## src/rtl/data_output.sv

```systemverilog
`default_nettype none
// ============================================================================
// Module      : data_output
// Description : 64-entry word FIFO feeding an LSB-first serial shifter with
//               refill interrupt.
// Revision    : 1.0
// ============================================================================
module data_output #(
    parameter int WIDTH     = 24,
    parameter int DEPTH     = 64,
    parameter int THRESHOLD = 32
) (
    input  logic             clk,
    input  logic             reset,
    input  logic             enable,
    input  logic             bit_tick,
    input  logic             load,
    input  logic [WIDTH-1:0] data,
    output logic             serial,
    output logic             frame,
    output logic             rpi_interrupt,
    output logic [6:0]       level,
    output logic             full,
    output logic             overflow,
    output logic             underrun
);

    localparam int              c_AW         = $clog2(DEPTH);
    localparam int              c_BW         = $clog2(WIDTH);
    localparam logic [c_BW-1:0] c_LAST_BIT   = c_BW'(WIDTH - 1);
    localparam logic [6:0]      c_DEPTH_CNT  = 7'(DEPTH);
    localparam logic [6:0]      c_THRESH_CNT = 7'(THRESHOLD);

    localparam logic [0:0] c_ST_IDLE  = 1'b0;
    localparam logic [0:0] c_ST_SHIFT = 1'b1;

    logic [WIDTH-1:0] r_mem [DEPTH];
    logic [c_AW-1:0]  r_wr_ptr;
    logic [c_AW-1:0]  r_rd_ptr;
    logic [6:0]       r_count;
    logic [0:0]       r_state;
    logic [c_BW-1:0]  r_bit_cnt;
    logic [WIDTH-1:0] r_shreg;
    logic             r_serial;
    logic             r_frame;
    logic             r_irq;
    logic             r_full;
    logic             r_overflow;
    logic             r_underrun;

    logic [0:0]       w_state_nxt;
    logic             w_pop;
    logic             w_underrun_set;
    logic             w_write;
    logic             w_has_data;
    logic [WIDTH-1:0] w_head;
    logic             w_serial_nxt;
    logic             w_frame_nxt;
    logic [c_BW-1:0]  w_bit_cnt_nxt;
    logic [WIDTH-1:0] w_shreg_nxt;
    logic [6:0]       w_count_nxt;

    // Pop decisions use the pre-edge count, so a same-cycle write is never read.
    assign w_write    = load && !r_full;
    assign w_has_data = (r_count != 7'd0);
    assign w_head     = r_mem[r_rd_ptr];

    // State register
    always_ff @(posedge clk) begin
        if (reset) begin
            r_state <= c_ST_IDLE;
        end else begin
            r_state <= w_state_nxt;
        end
    end

    // Next-state logic
    always_comb begin
        w_state_nxt    = r_state;
        w_pop          = 1'b0;
        w_underrun_set = 1'b0;
        if (!enable) begin
            w_state_nxt = c_ST_IDLE;
        end else if (bit_tick) begin
            case (r_state)
                c_ST_IDLE: begin
                    if (w_has_data) begin
                        w_pop       = 1'b1;
                        w_state_nxt = c_ST_SHIFT;
                    end
                end
                c_ST_SHIFT: begin
                    if (r_bit_cnt == c_LAST_BIT) begin
                        if (w_has_data) begin
                            w_pop = 1'b1;
                        end else begin
                            w_underrun_set = 1'b1;
                            w_state_nxt    = c_ST_IDLE;
                        end
                    end
                end
                default: w_state_nxt = c_ST_IDLE;
            endcase
        end
    end

    // Output / datapath logic
    always_comb begin
        w_serial_nxt  = r_serial;
        w_frame_nxt   = r_frame;
        w_bit_cnt_nxt = r_bit_cnt;
        w_shreg_nxt   = r_shreg;
        if (!enable) begin
            w_serial_nxt = 1'b0;
            w_frame_nxt  = 1'b0;
        end else if (bit_tick) begin
            if (w_pop) begin
                w_shreg_nxt   = w_head;
                w_serial_nxt  = w_head[0];
                w_frame_nxt   = 1'b1;
                w_bit_cnt_nxt = '0;
            end else if (r_state == c_ST_SHIFT && !w_underrun_set) begin
                // Shift right so the next bit to send is always at index 1.
                w_shreg_nxt   = r_shreg >> 1;
                w_serial_nxt  = r_shreg[1];
                w_frame_nxt   = 1'b0;
                w_bit_cnt_nxt = r_bit_cnt + 1'b1;
            end else begin
                w_serial_nxt = 1'b0;
                w_frame_nxt  = 1'b0;
            end
        end
    end

    always_comb begin
        w_count_nxt = r_count;
        case ({w_write, w_pop})
            2'b10:   w_count_nxt = r_count + 7'd1;
            2'b01:   w_count_nxt = r_count - 7'd1;
            default: w_count_nxt = r_count;
        endcase
    end

    always_ff @(posedge clk) begin
        if (w_write) begin
            r_mem[r_wr_ptr] <= data;
        end
    end

    always_ff @(posedge clk) begin
        if (reset) begin
            r_wr_ptr   <= '0;
            r_rd_ptr   <= '0;
            r_count    <= '0;
            r_full     <= 1'b0;
            r_bit_cnt  <= '0;
            r_shreg    <= '0;
            r_serial   <= 1'b0;
            r_frame    <= 1'b0;
            r_irq      <= 1'b0;
            r_overflow <= 1'b0;
            r_underrun <= 1'b0;
        end else begin
            if (w_write) begin
                r_wr_ptr <= r_wr_ptr + 1'b1;
            end
            if (w_pop) begin
                r_rd_ptr <= r_rd_ptr + 1'b1;
            end
            r_count   <= w_count_nxt;
            r_full    <= (w_count_nxt == c_DEPTH_CNT);
            r_bit_cnt <= w_bit_cnt_nxt;
            r_shreg   <= w_shreg_nxt;
            r_serial  <= w_serial_nxt;
            r_frame   <= w_frame_nxt;
            r_irq     <= enable && (r_count < c_THRESH_CNT);
            if (load && r_full) begin
                r_overflow <= 1'b1;
            end
            if (w_underrun_set) begin
                r_underrun <= 1'b1;
            end
        end
    end

    assign serial        = r_serial;
    assign frame         = r_frame;
    assign rpi_interrupt = r_irq;
    assign level         = r_count;
    assign full          = r_full;
    assign overflow      = r_overflow;
    assign underrun      = r_underrun;

endmodule
`default_nettype wire

```

## config.mk

```make
export PLATFORM = sky130hd
export DESIGN_NAME = data_output
export DESIGN_NICKNAME = d
export VERILOG_FILES = /design/src/rtl/data_output.sv
export SDC_FILE = /design/constraint.sdc
export NUM_CORES = 1
export LEC_CHECK = 0
export CORE_UTILIZATION = 32
export DETAILED_ROUTE_END_ITERATION = 6
export DONT_BUFFER_PORTS = 1
export PLACE_DENSITY_LB_ADDON = 0.3
export SYNTH_ARGS = -nofsm -noshare
export SYNTH_HDL_FRONTEND = slang
export SYNTH_SLANG_ARGS = --single-unit
export TNS_END_PERCENT = 100
```

## constraint.sdc

```tcl
create_clock -name clk -period 11.15 [get_ports clk]
set_clock_uncertainty 0.15 [all_clocks]
set_input_delay 1.115 -clock clk [delete_from_list [all_inputs] [get_ports clk]]
set_output_delay 1.115 -clock clk [all_outputs]
set_load 0.01 [all_outputs]
```

Yosys cells after proc, flatten, opt, wreduce, memory -nomap -nowiden
Memory sizes are Yosys's and may differ from the RTL's. A register that Yosys moved wholly into a read port is not among the register bits.
Cells that the tools add are included.
{ "classes": {"n_lt_le_gt_ge": 1, "n_eq_ne": 4, "bitwise_logic": 2, "n_reduce_logical": 10, "muxes": 24, "n_addsub": 5} }
{ "ops": {"columns": ["op", "count"], "rows": [
  ["24-bit 2-to-1 mux", 2],
  ["1-bit 2-to-1 mux", 15],
  ["7-bit one-hot mux with 2 select lines", 1],
  ["6-bit by 1-bit adder with 6-bit output (second input constant)", 2],
  ["6-bit 2-to-1 mux", 2],
  ["5-bit 2-to-1 mux", 2],
  ["7-bit by 1-bit adder with 7-bit output (second input constant)", 1],
  ["7-bit equality test (second input constant)", 1],
  ["7-bit by 6-bit < comparator with 1-bit output (second input constant)", 1],
  ["7-bit nonzero test", 1],
  ["7-bit by 1-bit subtractor with 7-bit output (second input constant)", 1],
  ["5-bit by 1-bit adder with 5-bit output (second input constant)", 1],
  ["5-bit equality test (second input constant)", 1],
  ["1-bit logical AND", 4],
  ["1-bit one-hot mux with 2 select lines", 2],
  ["3-bit AND reduction", 1],
  ["2-bit by 1-bit equality test with 1-bit output (second input constant)", 1],
  ["2-bit equality test (second input constant)", 1],
  ["1-bit zero test", 2],
  ["1-bit inverter", 2],
  ["2-bit nonzero test", 1],
  ["2-bit OR reduction", 1]
]} }
{ "word_totals": {"mem_count": 1, "word_cells": 59, "ram_bits": 1536, "input_bits": 29, "register_bits": 55} }
{ "memory_table": {"columns": ["memory", "words", "word_bits", "rd", "rd_clocked_by_memory_dff", "write_ports", "line_no", "text"], "rows": [
  ["r_mem", 64, 24, 1, 1, 1, "37", "logic [WIDTH-1:0] r_mem [DEPTH];"]
]} }

Logic depth before layout (Yosys ltp)
Gate-level depths: netlist of run 1.
{ "depth": {"word_depth": 10, "mapped_depth": 17} }

Worst setup path before layout of run 1
OpenSTA, ideal clock, no wires.
{ "synth_timing": {"kind": "input to register", "start": "in load", "end": "mem r_mem[48][0] (enable)", "arrival_ns": 3.574, "path_stages": 5, "path_slack_ns": 6.991, "required_ns": 10.565, "n_path_buf": 0, "cell_sequence": "nor2b_1 inv_1 nor2_1 nand2_1 nor3_1"} }
{ "synth_between": {"elab_chain_cells": 3} }
{ "synth_rtl": {"columns": ["element", "line_no", "text"], "rows": [
  ["start: declaration", "17", "input logic load,"],
  ["1-bit logical AND", "64", "assign w_write = load && !r_full;"],
  ["1-bit 2-to-1 mux", "145", "if (w_write) begin"],
  ["1-bit 2-to-1 mux (not written as such)", "146", "r_mem[r_wr_ptr] <= data;"],
  ["end: declaration", "37", null]
]} }
Every way passes these cells.

==> reports/metrics.csv, run 1 <==
metric,value,unit
run_status,"finished, final reports clean",
crit_path_start_kind,flop,
cts_num_sinks,1596,
p_seq_frac,0.500,
nNetsFinal,2785,
cts_buffers,161,
wl_per_cell,28.7,um
ff2ff_path_depth,6,
p_leak,20.3,nW
slew_headroom,0.171,
swShare,0.223,
drive_above_1_share,0.280,
crit_type,reg -> reg,
cp_num_buf_inv,2,
dp_hpwl,79.8,mm
portBuffers,0,
holdCritStartpoint,reset,
max_stage_delay,0.91,ns
tightest_slew,1.24,ns
end_kind,flop,
fp.dieH,439,um
seq_area,47300,um^2
cp_data_required_time,11.64,ns
instances_no_fill,5405,
period_share,0.434,
grt_first_pass_wirelength,220,mm
grt_pass1_vias,29000,
first_iter_violations,2854,
num_vias,28100,
power_switching,0.00298,W
h-tree-depth,4,
initial_utilization,0.322,
cp.arrival,5.34,ns
internal_power,0.0104,W
grt_overflow,0,
drc,0,
critPathTopFamily,buffers and inverters,
post-cts-setup-buffer-count,0,
cts.repair.resized,0,
drt-total-wl,155,mm
p_comb_frac,0.094,
antenna_found_initial,11,
yosysWarningCount,0,
grt_max_degree,93,
holdBufCountCts,0,
pwr-share-clk,0.406,
fp.coreArea,190000,um^2
drv_cap,0,
die_area,193000,um^2
multi_input_area,13500,um^2
cp_slowest_cell,buf_4,
top_usage_layer,met2,
ys_types,50,
finalSetupViolations,0,
timing.final.crit_period,4.84,ns
irDropWorstVdd,0.182,mV
synth-main-ff-cell,edfxtp_1,
slew_viol_final,0,
area_growth,14.1,%
crit_chain,buf_4 > buf_4 > mux4_2 > mux4_2 > a22oi_1 > a211oi_1,
use_met1,0.217,
timing.setup.tns,0,ns
cts_buffer_depth,3,
seq_area_frac_synth,0.773,
postSynth.asyncResetShare,0,
path_clk_slew,0.06,ns
num_io_pins,42,
avgSynthCellArea,22.8,um^2
hp-class,in -> reg,
rows,160,
die_w,439,um
cellPowerDensity,192,nW/um^2
cp_max_fo,66,
root_buffer,clkbuf_16,
clk_latency,0.81,ns
via_per_inst,5.21,
hold_depth,1,
worst_r2r_endpoint,r_shreg[2]$_SDFFE_PP0P_,
min_to,level[4]$_SDFF_PP0_,
rsz0062_at_grt,false,
netlist_area,61200,um^2
gr-usage-met2,0.261,
fmax,0.207,GHz
dp_cells,5098,
reg2reg_slack,6.31,ns
synth_seq_cells,1596,
syn-num-nets,2715,
synthCells,2680,
hold_viol,0,
finalPower,0.0134,W
gp_congestion,0.777,
fill_cells,17000,
drtAntennaViolNets,0,
tritoncts,yes,
firstDrtPassIters,5,
track_usage,0.161,
synth_enable_flop_cells,1536,
use_met3,0.0352,
-- cell families (layout without fill, tap and decap cells) --
family	after synthesis	in the layout	share of synthesized area
AO/OA/AOI/OAI	168	168	0.0182
XOR/XNOR	19	19	0.00272
adder cells (fa/ha/maj)	6	6	0.00123
buffers and inverters	158	365	0.0133
flip-flops	1596	1596	0.773
multiplexers	515	515	0.174
other	0	7	0
AND/OR/NAND/NOR	218	218	0.0174
-- cell usage after synthesis, types with 11 or more instances --
cell,instances,share of area
a211oi_1,46,0.0056
a21oi_1,22,0.0018
a22oi_1,34,0.0042
buf_1,11,0.00067
buf_2,37,0.0030
buf_4,18,0.0022
buf_6,14,0.0026
clkbuf_1,73,0.0045
dfxtp_1,60,0.020
edfxtp_1,1536,0.75
mux2i_1,73,0.012
mux4_2,439,0.16
nand2_1,24,0.0015
nand3_1,12,0.00098
nor2_1,95,0.0058
nor3_1,12,0.00098
o21ai_0,29,0.0024
o22ai_1,24,0.0025
or3_1,27,0.0028
xor2_1,14,0.0020
-- sequential cells by signal, summed over array words and instances (netlist names), named ones only --
register and count:
level 7, r_bit_cnt 5, serial 1, r_state 1, frame 1, r_shreg 23, full 1, r_mem 1536
underrun 1, r_rd_ptr 6, r_wr_ptr 6, overflow 1, rpi_interrupt 1
-- per-stage QoR --
step	instance area (um^2)	setup WS [ns]	hold WS [ns]	util
finish	69800	6.31	0.234	0.367
global route	69800	6.12	0.207	0.367
CTS	69800	6.24	0.175	0.367
detailed placement	64500	6.18	0.330	0.340
global placement	64500	6.18	0.331	0.340
floorplan	61200	6.99	0.299	-
-- final cells by class --
type                            instances  share of cell area
Timing Repair Buffer                   60             0.00699
Inverter                                5            0.000269
Antenna cell                            7            0.000251
Clock inverter                         94              0.0136
Sequential cell                      1596               0.678
Multi-Input combinational cell        926               0.194
Clock buffer                          206              0.0619
Tap cell                             2511              0.0450
-- metal layers --
layer,share of wire,wire (um)
met1,0.42,64900
met2,0.49,75700
met3,0.070,10900
met4,0.024,3760
met5,0,0
-- worst max-delay path by stage --
| stage | depth (start not counted) | end | slack (ns) |
|---|---|---|---|
| 2_1_floorplan | 5 | r_mem[48][0]$_DFFE_PP_ | 6.99 |
| 3_3_place_gp | 6 | r_mem[30][19]$_DFFE_PP_ | 6.18 |
| 3_5_place_dp | 6 | r_mem[30][20]$_DFFE_PP_ | 6.18 |
| 4_1_cts | 7 | r_shreg[13]$_SDFFE_PP0P_ | 6.24 |
| 5_1_grt | 7 | r_shreg[13]$_SDFFE_PP0P_ | 6.12 |
| 6_report | 6 | r_shreg[2]$_SDFFE_PP0P_ | 6.31 |
-- power groups by stage --
stage	Sequential, W	Combinational (W)	Clock [W]
6_report	0.00670	0.00126	0.00543
5_1_grt	0.00670	0.00135	0.00575
4_1_cts	0.00670	0.00128	0.00554
3_5_place_dp	0.00682	0.00128	0
3_3_place_gp	0.00682	0.00128	0
2_1_floorplan	0.00678	0.00102	0
-- cell usage in the layout (no fill, tap or decap), types with 29 or more instances in the layout --
master	count
mux2i_1	73
mux4_2	439
dfxtp_1	56
clkbuf_1	37
a211oi_1	46
buf_4	57
o21ai_0	29
nor2_4	55
a22oi_1	34
edfxtp_1	1536
clkbuf_16	165
nor2_1	32
clkinv_1	33
No activity file was read; power rests on OpenSTA's default activity.
==> inputs of run 2 (changes only) <==
--- a/config.mk
+++ b/config.mk
@@ -5,6 +5,7 @@
 export SDC_FILE = /design/constraint.sdc
 export NUM_CORES = 1
 export LEC_CHECK = 0
+export ABC_AREA = 1
 export CORE_UTILIZATION = 32
 export DETAILED_ROUTE_END_ITERATION = 6
 export DONT_BUFFER_PORTS = 1
==> constraint.sdc (replaced) <==
create_clock -name clk -period 4.1 [get_ports clk]
set_clock_uncertainty 0.15 [all_clocks]
set_input_delay 0.41 -clock clk [delete_from_list [all_inputs] [get_ports clk]]
set_output_delay 0.41 -clock clk [all_outputs]
set_load 0.01 [all_outputs]
==> run 2 against run 1 <==
  * Worst hold slack got worse by 0.019 ns
  * First-iteration DRC count is 57% higher
  * Register-to-register slack got worse by 5.5 ns
  * Routed wire length rose by 19%
  * Via count up 50%
  * Non-clock buffer count grew 156
  * Clock-buffer cell count grew 12
  * Final area is 6.1% higher
  * Global-route usage increased by 1.7 points
  * Synthesized cell count increased by 110%
  * Maximum frequency is 47% higher
  * Combinational power rose to 4.2 times the previous value
  * Critical path type unchanged
  * Critical endpoint is now full$_SDFF_PP0_
  * Largest power group unchanged
==> reports/metrics.csv, run 2 <==
metric,value,unit,change
firstDrtPassIters,7,,was 5
wl_per_cell,22.3,um,was 28.7 um
crit_path_start_kind,flop,,unchanged
crit_end,full$_SDFF_PP0_,,was r_shreg[2]$_SDFFE_PP0P_
antenna_found_initial,4,,was 11
die_w,452,um,was 439 um
cts_num_sinks,1596,,unchanged
p_leak,25.7,nW,was 20.3 nW
end_kind,flop,,unchanged
most-common-layout-cells,"1822 x nand2_1, 1536 x edfxtp_1, 1443 x nand3_1",,"was 1536 x edfxtp_1, 439 x mux4_2, 165 x clkbuf_16"
grt_first_pass_wirelength,272,mm,was 220 mm
max_stage_delay,0.41,ns,was 0.91 ns
gp_congestion,0.844,,was 0.777
holdWs,0.215,ns,was 0.234 ns
layout_setup_ws,0.815,ns,was 6.31 ns
synth_enable_flop_cells,1536,,unchanged
hold_viol,0,,unchanged
clk_latency,0.79,ns,was 0.81 ns
tritoncts,yes,,unchanged
critPathMostFrequentCell,nand2_1,,
slew_viol_final,0,,unchanged
cp_slowest_cell,ha_1,,was buf_4
instances_no_fill,8336,,was 5405
syn-num-nets,5541,,was 2715
finalSetupViolations,0,,unchanged
netlist_area,64700,um^2,was 61200 um^2
crit_type,reg -> reg,,unchanged
grt_overflow,0,,unchanged
holdCritStartpoint,load,,was reset
synth_top_area_share,0.713,,was 0.754
grt_pass1_vias,40100,,was 29000
seq_area_frac_synth,0.732,,was 0.773
run_status,"finished, final reports clean",,unchanged
drt-total-wl,186,mm,was 155 mm
hp-class,in -> reg,,unchanged
synthCells,5506,,was 2680
avgSynthCellArea,11.7,um^2,was 22.8 um^2
rows,164,,was 160
reg2reg_slack,0.81,ns,was 6.31 ns
grt_max_degree,104,,was 93
cts_buffer_depth,3,,unchanged
postSynth.asyncResetShare,0,,unchanged
synth_area_leaders,"edfxtp_1 71%, nand3_1 11%, nand2_1 11%",,"was edfxtp_1 75%, mux4_2 16%, dfxtp_1 2.0%"
r2r_start,r_bit_cnt[1]$_SDFFE_PP0P_,,
timing.final.crit_period,3.29,ns,was 4.84 ns
irDropWorstVdd,0.411,mV,was 0.182 mV
crit_chain,ha_1 > nand4_1 > inv_1 > nor2_1 > inv_1 > nand3_2 > inv_1 > buf_4 > ha_1 > nand2_1 > o21ai_0 > nand2_1 > nand3_1 > xor2_1 > nand2_1 > nand2_1 > nand2_1 > nor2_1,,was buf_4 > buf_4 > mux4_2 > mux4_2 > a22oi_1 > a211oi_1
first_iter_violations,4471,,was 2854
drv_cap,0,,unchanged
via_per_inst,5.06,,was 5.21
die_area,204000,um^2,was 193000 um^2
h-tree-depth,4,,unchanged
root_buffer,clkbuf_16,,unchanged
drive_above_1_share,0.0858,,was 0.280
timing.setup.tns,0,ns,unchanged
synth_commonest_cells,"1822 x nand2_1, 1536 x edfxtp_1, 1443 x nand3_1",,"was 1536 x edfxtp_1, 439 x mux4_2, 95 x nor2_1"
largest_reg_flops,1536,,unchanged
synth_top_area_cell,edfxtp_1,,unchanged
rsz0062_at_grt,false,,unchanged
drtAntennaViolNets,0,,unchanged
yosysWarningCount,0,,unchanged
mostFrequentLayoutCell,nand2_1,,was edfxtp_1
cts_buffers,167,,was 161
post-cts-setup-buffer-count,0,,unchanged
path_clk_slew,0.06,ns,about the same
portBuffers,0,,unchanged
fill_cells,19300,,was 17000
cp_data_required_time,4.66,ns,was 11.64 ns
fp.dieH,452,um,was 439 um
cp_max_fo,32,,was 66
ys_types,31,,was 50
num_vias,42100,,was 28100
dp_cells,7968,,was 5098
pre_cts_slack,0.931,ns,was 6.18 ns
fp.coreArea,200000,um^2,was 190000 um^2
synth-main-ff-cell,edfxtp_1,,unchanged
critPathLaunch,r_bit_cnt[1]$_SDFFE_PP0P_,,
track_usage,0.178,,was 0.161
worst_r2r_endpoint,full$_SDFF_PP0_,,was r_shreg[2]$_SDFFE_PP0P_
final_util,0.370,,was 0.367
ff2ff_path_depth,18,,was 6
period_share,0.801,,was 0.434
top_register,r_mem,,unchanged
synth_seq_cells,1596,,unchanged
dp_hpwl,97.5,mm,was 79.8 mm
initial_utilization,0.323,,was 0.322
nNetsFinal,5572,,was 2785
cellPowerDensity,514,nW/um^2,was 192 nW/um^2
cts.repair.resized,0,,unchanged
cp.arrival,3.85,ns,was 5.34 ns
slew_headroom,0.443,,was 0.171
tightest_slew,0.833,ns,was 1.24 ns
area_growth,14.5,%,was 14.1%
fmax,0.304,GHz,was 0.207 GHz
num_io_pins,42,,unchanged
post-synth-top-count-cell,nand2_1,,was edfxtp_1
drc,0,,unchanged
[run 2: cell types whose count changed in the layout (fill, tap and decap cells not counted), sizes merged, moves of 23 or more]
cell | previous run | this run
or3 | 27 | 0
buf | 60 | 185
mux4 | 439 | 0
nand3 | 12 | 1444
a211oi | 46 | 2
inv | 17 | 63
a22oi | 34 | 1
nor2 | 95 | 136
dlygate4sd3 | 0 | 31
mux2i | 73 | 0
o22ai | 24 | 1
nand2 | 24 | 1822
[run 2: worst max-delay path: cells and delay by family, from the launching register on]
family | cells | cell delay (ns)
buffers and inverters | 4 | 0.62
xor gates and xnor gates | 1 | 0.16
adders and majority gates | 2 | 0.62
DFF | 1 | 0.36
AOI/OAI and AO/OA | 1 | 0.33
and+or+nand+nor | 10 | 0.96
[run 2: kinds of logic after synthesis]
kind of cell,Yosys count,synth area share
DFF,1596,0.732
adders and majority gates,6,0.00116
AOI/OAI and AO/OA,64,0.00522
and+or+nand+nor,3423,0.227
buffers and inverters,409,0.0336
xor gates and xnor gates,8,0.00108
[run 2: how the worst min path moves through the flow]
stage                                    end  cells past startpoint
floorplan                               flop                      2
global placement                        flop                      2
detailed placement  r_shreg[23]$_SDFFE_PP0P_                      2
CTS                    overflow$_SDFFE_PP0P_                      3
global route           overflow$_SDFFE_PP0P_                      3
finish                 overflow$_SDFFE_PP0P_                      3
[run 2: stage by stage]
step / cell area [um^2] / power (W)
2_1_floorplan: 64700 / 0.0219
3_3_place_gp: 67800 / 0.0233
3_5_place_dp: 67800 / 0.0233
4_1_cts: 74100 / 0.0384
5_1_grt: 74100 / 0.0395
6_report: 74100 / 0.0381
[run 2: layout make-up]
type / instances / area (um^2) / area share
Antenna cell: 6 / 15.0 / 0.000203
Clock buffer: 218 / 4440 / 0.0600
Clock inverter: 88 / 810 / 0.0109
Inverter: 55 / 231 / 0.00313
Multi-Input combinational cell: 3501 / 15400 / 0.207
Sequential cell: 1596 / 47300 / 0.639
Tap cell: 2656 / 3320 / 0.0449
Timing Repair Buffer: 216 / 2540 / 0.0343
[run 2: what timing repair did]
item	CTS	global route
endpoints found under the setup margin	0	0
hold buffers	56	0
hold endpoints to repair	1596	0
[run 2: layer usage]
layer / routed length (um) / part of all wire / vias to the layer above / GRT usage
met5: 14 / 0.000075 / - / 0
met4: 4640 / 0.025 / 2 / 0.0535
met3: 11700 / 0.063 / 259 / 0.0248
met2: 86000 / 0.46 / 1375 / 0.284
met1: 83200 / 0.45 / 21000 / 0.252
li1: - / - / 19500 / -
[run 2: power by group]
part / internal (W) / total (W) / switching [W]
Combinational: 0.00146 / 0.00532 / 0.00386
Clock: 0.00831 / 0.0147 / 0.00636
Sequential: 0.0180 / 0.0181 / 0.000118
Total: 0.0277 / 0.0381 / 0.0103
